**config.mk**
```make
export PLATFORM = sky130hd
export DESIGN_NAME = pad_pwr_seq
export DESIGN_NICKNAME = d
export VERILOG_FILES = /design/src/rtl/pad_pwr_seq.sv
export SDC_FILE = /design/constraint.sdc
export NUM_CORES = 1
export LEC_CHECK = 0
export ABC_AREA = 1
export CELL_PAD_IN_SITES_DETAIL_PLACEMENT = 1
export CELL_PAD_IN_SITES_GLOBAL_PLACEMENT = 1
export CORE_MARGIN = 4
export CORE_UTILIZATION = 41
export DETAILED_ROUTE_END_ITERATION = 16
export PLACE_DENSITY = 0.94
export SLEW_MARGIN = 20
export SYNTH_ARGS = -nofsm -noshare
export SYNTH_HDL_FRONTEND = slang
export SYNTH_SLANG_ARGS = --single-unit
```
**constraint.sdc**
```tcl
create_clock -name clk -period 4.97 [get_ports clk]
set_input_delay 0.994 -clock clk [delete_from_list [all_inputs] [get_ports clk]]
set_output_delay 0.994 -clock clk [all_outputs]
set_load 0.02 [all_outputs]
```
**src/rtl/pad_pwr_seq.sv**
```systemverilog
// Pad-ring IO supply sequencer: raises POC, enables supply groups one at a time
// behind their power-good, and releases them highest-first on power-down.
//   state   | meaning
//   OFF     | all released, waiting for req_i
//   POC     | POC pad enabled, settling before group 0
//   UP_WAIT | group idx enabled, waiting for its power-good
//   UP_GAP  | stagger gap before the next group or ON
//   ON      | all groups up and good
//   DOWN    | releasing groups highest-first, then one final gap
//   FAULT   | sequence aborted, held until req_i drops
module pad_pwr_seq #(
    parameter int N_GRP   = 3,
    parameter int POC_CYC = 4,
    parameter int STAGGER = 8,
    parameter int TIMEOUT = 16,
    localparam int GW = (N_GRP > 1) ? $clog2(N_GRP) : 1
) (
    input  logic             clk,
    input  logic             rst,
    input  logic             req_i,
    input  logic [N_GRP-1:0] pwr_good_i,
    output logic             poc_o,
    output logic [N_GRP-1:0] grp_en_o,
    output logic             ready_o,
    output logic             busy_o,
    output logic             fault_o,
    output logic [GW-1:0]    fault_grp_o
);
    localparam int CMAX_A = (POC_CYC > STAGGER) ? POC_CYC : STAGGER;
    localparam int CMAX   = (CMAX_A > TIMEOUT) ? CMAX_A : TIMEOUT;
    localparam int CW     = $clog2(CMAX + 1);

    localparam logic [CW-1:0] LD_POC = CW'(POC_CYC - 1);
    localparam logic [CW-1:0] LD_STG = CW'(STAGGER - 1);
    localparam logic [CW-1:0] LD_TO  = CW'(TIMEOUT - 1);
    localparam logic [GW-1:0] LAST   = GW'(N_GRP - 1);

    typedef enum logic [2:0] {
        S_OFF,
        S_POC,
        S_UP_WAIT,
        S_UP_GAP,
        S_ON,
        S_DOWN,
        S_FAULT
    } state_t;

    state_t             state_q, state_d;
    logic [CW-1:0]      cnt_q, cnt_d;
    logic [GW-1:0]      idx_q, idx_d;
    logic [N_GRP-1:0]   grp_en_q, grp_en_d;
    logic [GW-1:0]      fgrp_q, fgrp_d;
    logic               poc_q, ready_q, busy_q, fault_q;
    logic               poc_d, ready_d, busy_d, fault_d;

    logic               pg_cur;
    logic [N_GRP-1:0]   bad;
    logic [GW-1:0]      bad_idx;

    assign pg_cur = pwr_good_i[idx_q];
    assign bad    = ~pwr_good_i & grp_en_q;

    always_comb begin
        bad_idx = '0;
        for (int i = N_GRP - 1; i >= 0; i--) begin
            if (bad[i]) bad_idx = GW'(i);
        end
    end

    always_comb begin
        state_d  = state_q;
        cnt_d    = cnt_q;
        idx_d    = idx_q;
        grp_en_d = grp_en_q;
        fgrp_d   = fgrp_q;
        case (state_q)
            S_OFF: begin
                if (req_i) begin
                    state_d = S_POC;
                    cnt_d   = LD_POC;
                end
            end
            S_POC: begin
                if (!req_i) begin
                    state_d = S_DOWN;
                    cnt_d   = LD_STG;
                end else if (cnt_q == '0) begin
                    state_d  = S_UP_WAIT;
                    idx_d    = '0;
                    grp_en_d = N_GRP'(1);
                    cnt_d    = LD_TO;
                end else begin
                    cnt_d = cnt_q - CW'(1);
                end
            end
            S_UP_WAIT: begin
                if (!pg_cur && cnt_q == '0) begin
                    state_d  = S_FAULT;
                    fgrp_d   = idx_q;
                    grp_en_d = '0;
                    cnt_d    = '0;
                end else if (!req_i) begin
                    state_d = S_DOWN;
                    cnt_d   = LD_STG;
                end else if (pg_cur) begin
                    state_d = S_UP_GAP;
                    cnt_d   = LD_STG;
                end else begin
                    cnt_d = cnt_q - CW'(1);
                end
            end
            S_UP_GAP: begin
                if (!req_i) begin
                    state_d = S_DOWN;
                    cnt_d   = LD_STG;
                end else if (cnt_q == '0) begin
                    if (idx_q == LAST) begin
                        state_d = S_ON;
                    end else begin
                        state_d  = S_UP_WAIT;
                        idx_d    = idx_q + GW'(1);
                        grp_en_d = grp_en_q | (N_GRP'(1) << (idx_q + GW'(1)));
                        cnt_d    = LD_TO;
                    end
                end else begin
                    cnt_d = cnt_q - CW'(1);
                end
            end
            S_ON: begin
                if (|bad) begin
                    state_d  = S_FAULT;
                    fgrp_d   = bad_idx;
                    grp_en_d = '0;
                    cnt_d    = '0;
                end else if (!req_i) begin
                    state_d = S_DOWN;
                    cnt_d   = LD_STG;
                end
            end
            S_DOWN: begin
                if (cnt_q == '0) begin
                    cnt_d = LD_STG;
                    // enables are always contiguous from bit 0, so a shift drops the highest
                    if (grp_en_q != '0) begin
                        grp_en_d = grp_en_q >> 1;
                    end else begin
                        state_d = S_OFF;
                        cnt_d   = '0;
                        idx_d   = '0;
                    end
                end else begin
                    cnt_d = cnt_q - CW'(1);
                end
            end
            S_FAULT: begin
                if (!req_i) begin
                    state_d = S_OFF;
                    fgrp_d  = '0;
                    idx_d   = '0;
                end
            end
            default: begin
                state_d  = S_OFF;
                cnt_d    = '0;
                idx_d    = '0;
                grp_en_d = '0;
                fgrp_d   = '0;
            end
        endcase
    end

    assign poc_d   = (state_d != S_OFF) && (state_d != S_FAULT);
    assign ready_d = (state_d == S_ON);
    assign busy_d  = (state_d == S_POC) || (state_d == S_UP_WAIT) ||
                     (state_d == S_UP_GAP) || (state_d == S_DOWN);
    assign fault_d = (state_d == S_FAULT);

    always_ff @(posedge clk) begin
        if (rst) begin
            state_q  <= S_OFF;
            cnt_q    <= '0;
            idx_q    <= '0;
            grp_en_q <= '0;
            fgrp_q   <= '0;
            poc_q    <= 1'b0;
            ready_q  <= 1'b0;
            busy_q   <= 1'b0;
            fault_q  <= 1'b0;
        end else begin
            state_q  <= state_d;
            cnt_q    <= cnt_d;
            idx_q    <= idx_d;
            grp_en_q <= grp_en_d;
            fgrp_q   <= fgrp_d;
            poc_q    <= poc_d;
            ready_q  <= ready_d;
            busy_q   <= busy_d;
            fault_q  <= fault_d;
        end
    end

    assign poc_o       = poc_q;
    assign grp_en_o    = grp_en_q;
    assign ready_o     = ready_q;
    assign busy_o      = busy_q;
    assign fault_o     = fault_q;
    assign fault_grp_o = fgrp_q;
endmodule

```
======== After elaboration in Yosys (flattened, before gate mapping) ========
Cells that the tools add are included.
word-level totals
  input port bits ......................... 6
  register bits ........................... 19
cells by class
  $lt $le $gt $ge ......................... 1
  add/sub/neg operators ................... 2
  mux-type cells .......................... 56
  bitwise operators ....................... 7
  reductions and logical operators ........ 18
  eq/ne operators ......................... 28
  shifts and indexed selects .............. 1
operators by type and width
  operator                                           number
  2-to-1 mux 3 bit                                   24
  2-to-1 mux 5 bit                                   12
  one-hot mux 5 bit (7 select lines)                 1
  2-to-1 mux 2 bit                                   13
  != test 2 bit (second input constant)              12
  one-hot mux 3 bit (7 select lines)                 1
  == test 3 bit (second input constant)              6
  one-hot mux 3 bit (6 select lines)                 1
  == test 3 x 2 -> 1 bit (second input constant)     4
  one-hot mux 2 bit (5 select lines)                 1
  AND reduction 10 bit                               1
  AND reduction 9 bit                                1
  one-hot mux 2 bit (4 select lines)                 1
  AND reduction 4 bit                                2
  == test 3 x 1 -> 1 bit (second input constant)     2
  != test 3 bit (second input constant)              2
  nonzero test 3 bit                                 2
  OR reduction 3 bit                                 2
  zero test 5 bit                                    1
  subtractor 5 x 1 -> 5 bit (second input constant)  1
  != test 4 bit (second input constant)              1
  NOT 1 bit                                          4
  OR reduction 4 bit                                 1
  AND 3 bit                                          1
  13 further kinds                                   16

======== Longest topological paths before layout ========
  depth in word-level cells ............... 10
  depth in mapped cells ................... 14
  depth with buffers taken out ............ 14

======== Least setup slack after synthesis ========
OpenSTA, ideal clock, no wires.
  path type ............................... input-to-reg
  start ................................... in pwr_good_i[0]
  end ..................................... reg poc_q, in the netlist poc_o
  arrival time ............................ 1.910 ns
  stages .................................. 12
  setup slack ............................. 2.951 ns
  cell sequence ........................... inv_1 > nand3_1 > nand3_1 > nand2_1 > nand2_1 > nand2_1 > nand2_1 > nand2_1 > nand2_2 > nand3_1 > nand2_1 > inv_1
on the way
  cells in the longest elaborated chain, start to end .. 8
  elaborated cells on any way between the ends .. 15
RTL lines
  what                                                          RTL line  source
  start: declaration                                            21        input logic [N_GRP-1:0] pwr_good_i,
  binary-select mux 1 bit (select 2 bit)                        60        assign pg_cur = pwr_good_i[idx_q];
  2-to-1 mux 1 bit (implied by the code)                        60
  2-to-1 mux 3 bit / zero test 1 bit (equally long branches)    105, 97
  2-to-1 mux 3 bit / logical AND 1 bit (equally long branches)  102, 97
  2-to-1 mux 3 bit                                              97        if (!pg_cur && cnt_q == '0) begin
  one-hot mux 3 bit (7 select lines) (*)                        76        case (state_q)
  != test 3 bit / nonzero test 3 bit (equally long branches)    172       assign poc_d = (state_d != S_OFF) && (state_d != S_FAULT);
  logical AND 1 bit (*)                                         172
  end signal: assignment                                        195       poc_q <= poc_d;
  end: declaration                                              53        logic poc_q, ready_q, busy_q, fault_q;
Mark *: on every way between the ends. The rest lies on a longest branch, timed or not. The select of a mux whose other input is x is not followed.
A chain may end at the register's enable or synchronous reset.

======== Worst setup path in the final report ========
  start ................................... in req_i
  end ..................................... reg grp_en_q[0], in the netlist grp_en_o[0]
on the way
  cells in the longest elaborated chain, start to end .. 2
  elaborated cells on any way between the ends .. 3
RTL lines
  what                                RTL line  source
  start: declaration                  20        input logic req_i,
  != test 2 bit (no line)             n/a
  AND reduction 10 bit (no line) (*)  n/a
  end signal: assignment              193       grp_en_q <= grp_en_d;
  end: declaration                    51        logic [N_GRP-1:0] grp_en_q, grp_en_d;
Mark *: on every way between the ends. The rest lies on a longest branch, timed or not.

==> summary.txt <==
Part of the cycle the worst path needs = 52.3%
Layout cells sized above 1 = 7.94%
Sw Ratio = 55.6%
DIE AREA = 0.00444 mm^2
Crit end category = register
Cell count after synthesis = 236
Vias in the first global route = 1607
Pwr per Cell Area = 636 mW/mm^2
DR vias = 1577
FF-to-FF setup slack = 2.90 ns
Leak Pwr = 0.819 nW
Synth Area in XOR/XNOR = 1.24%
PostCTS Resize Cnt = 0
Core Area = 0.00334 mm^2
I/O pin count = 15
Fin cells = 298
Area added between synthesis and finish = 15.5%
Flops & latches, synth = 19
Mapped cell area = 0.00141 mm^2
Sequential share of power = 24.8%
GRT overflow = 0
Net Count, Synth = 247
Power consumption = 1.03 mW
Site Rows = 21
Post-route DRC violation count = 0
FF-to-FF End = poc_o
Post-synthesis sequential area ratio = 27.0%
Synth Area in Adders = 4.44%
Worst Setup Path Type = input pin to register
Layout Skew = 0.00347 ns
Worst-Margin Slew = 0.510 ns
Dpl hpwl = 3670 um
Clock Power Share = 8.3%
Sw power = 574 uW
CTS tree = yes
Initial antenna violation count = 0
Pre-antenna DRT Iters = 4
Worst Reg2Reg Path Length in Cells = 13
Total negative slack = 0 ns
Int Pwr = 460 uW
Placed Area = 0.00160 mm^2
Mux contribution to synthesized area = 0%
Worst Setup Start Kind = input pin
Yosys cell types = 26
Most frequent cells in the layout = nand2_1 (65), nor2_1 (31), inv_1 (30)
Post-CTS Setup Bufs = 0
Gate power share = 66.9%
Number of H-tree levels = 1
CTS Buffer Depth = 2
Largest family of logic cells by synthesized area = simple AND/OR/NAND/NOR gates
Floorplan die height = 66.6 um
Port bufs = 14
Fmax = 385 MHz
Hold_ws = 0.508 ns
Filler cells = 487
Finished Cell Area = 0.00163 mm^2
Final Hold Viols = 0
WL final = 4460 um
Antenna cell count = 0
CTS Sinks = 19
Synthesized area per cell = 5.97 um^2
R2R Path Start = cnt_q[0]
Count of final setup violators = 0
Max-cap viol count = 0
Clk slew on worst S/H paths = 0.12 ns
Hold worst-path end = fault_grp_o[1]
Status = complete, no violations
Placed cells = 294
Total track usage = 22.7%
Post-synthesis compound-gate area fraction = 14.2%
Slew Limit Fails = 0
Commonest non-fill, non-tap cell in the layout = nand2_1
Hold Path Class = register to register
Die W = 66.6 um
First-pass GRT wire length = 7670 um
Min-delay src = fault_grp_o[1]
WP data required = 5.19 ns
Vias/cell = 5.29
Maximum fanout along the worst path = 14
Final Wtd Congestion = 1.01
CP arrival = 2.82 ns
Largest net degree at the start of global routing = 15
Max-slew headroom = 65.7%
Nets = 264
Initial drt markers = 67
Root buf cell = clkbuf_4
Min Tclk post-route = 2.60 ns
Final ANT Viol Nets = 0
# hold bufs at CTS = 0
Initial Util = 42.2%
Unrepaired setup endpoints after global routing = false
TritonCTS buffer count = 3
Yosys warning count = 0
VDD IR max = 0.351 mV
WL/cell = 15.0 um
Clk_lat worst skew = 0.31 ns
Synth Area in Simple Gates = 43.8%
Hold Crit Depth = 2
-- logic make-up after synthesis --
logic type	count (synthesis)
buffers and inverters	35
AO/OA/AOI/OAI	37
AND/OR/NAND/NOR	138
adder cells (fa/ha/maj)	5
flip-flops	19
XOR/XNOR	2
-- sequential cells by signal, summed over array words and instances (netlist names) --
register,cells
fault_o,1
idx_q,2
grp_en_o,3
busy_o,1
ready_o,1
cnt_q,5
fault_grp_o,2
poc_o,1
state_q,3
-- synthesized netlist by cell type, drive strengths merged --
cell type	n	area (um^2)
nand4	7	43.8
inv	33	124
dfxtp	19	380
xor2	2	17.5
nor2	33	129
nand3b	1	7.51
ha	5	62.6
nand2	70	280
o22ai	2	12.5
clkbuf	1	3.75
o32ai	1	8.76
o21ai	17	85.1
nor3	7	35.0
buf	1	3.75
o31ai	1	7.51
or2	1	6.26
a21oi	15	78.8
nand3	19	115
a21boi	1	7.51
-- through the flow --
step	setup slack [ns]	util, %
global placement	2.15	47.9
global route	2.20	48.7
CTS	2.38	48.7
detailed placement	2.06	47.9
floorplan	2.95	-
finish	2.37	48.7
-- final cells by class --
type                            count  area, um^2  share of cell area (%)
Tap cell                           46        57.6                    3.54
Timing Repair Buffer               14         140                    8.62
Multi-Input combinational cell    182         897                    55.2
Sequential cell                    19         380                    23.4
Clock buffer                        3        22.5                    1.38
Inverter                           33         124                    7.62
Clock inverter                      1        5.00                   0.308
-- power by group through the flow --
stage / Sequential [mW] / Combinational, mW / Clock (mW)
after detailed placement: 0.259 / 0.687 / 0
after global routing: 0.264 / 0.788 / 0.0932
after global placement: 0.258 / 0.665 / 0
final: 0.257 / 0.692 / 0.0855
after CTS: 0.255 / 0.692 / 0.0862
after floorplan: 0.267 / 0.472 / 0
-- worst max-delay path, stage by stage --
cell and delay (ns):
clkdlybuf4s50_1 0.77, inv_1 0.23, nand2_1 0.12, o21ai_0 0.10
a21oi_2 0.20, nand3_2 0.14, o21ai_0 0.20, nor2_1 0.05
-- worst max path at each step --
stage | slack [ns] | start | cells after the start | to
floorplan | 2.95 | pwr_good_i[0] | 12 | poc_o
global placement | 2.15 | req_i | 8 | grp_en_o[1]
detailed placement | 2.06 | req_i | 8 | grp_en_o[0]
CTS | 2.38 | req_i | 8 | grp_en_o[0]
global route | 2.20 | req_i | 8 | grp_en_o[0]
finish | 2.37 | req_i | 8 | grp_en_o[0]
-- routing by layer --
| layer | track usage, % | part of all wire (%) |
|---|---|---|
| met3 | 3.88 | 3.9 |
| met1 | 29.8 | 47 |
| met2 | 37.0 | 47 |
| met5 | 0 | 0 |
| met4 | 8.12 | 2.3 |
No activity file was read; power rests on OpenSTA's default activity.
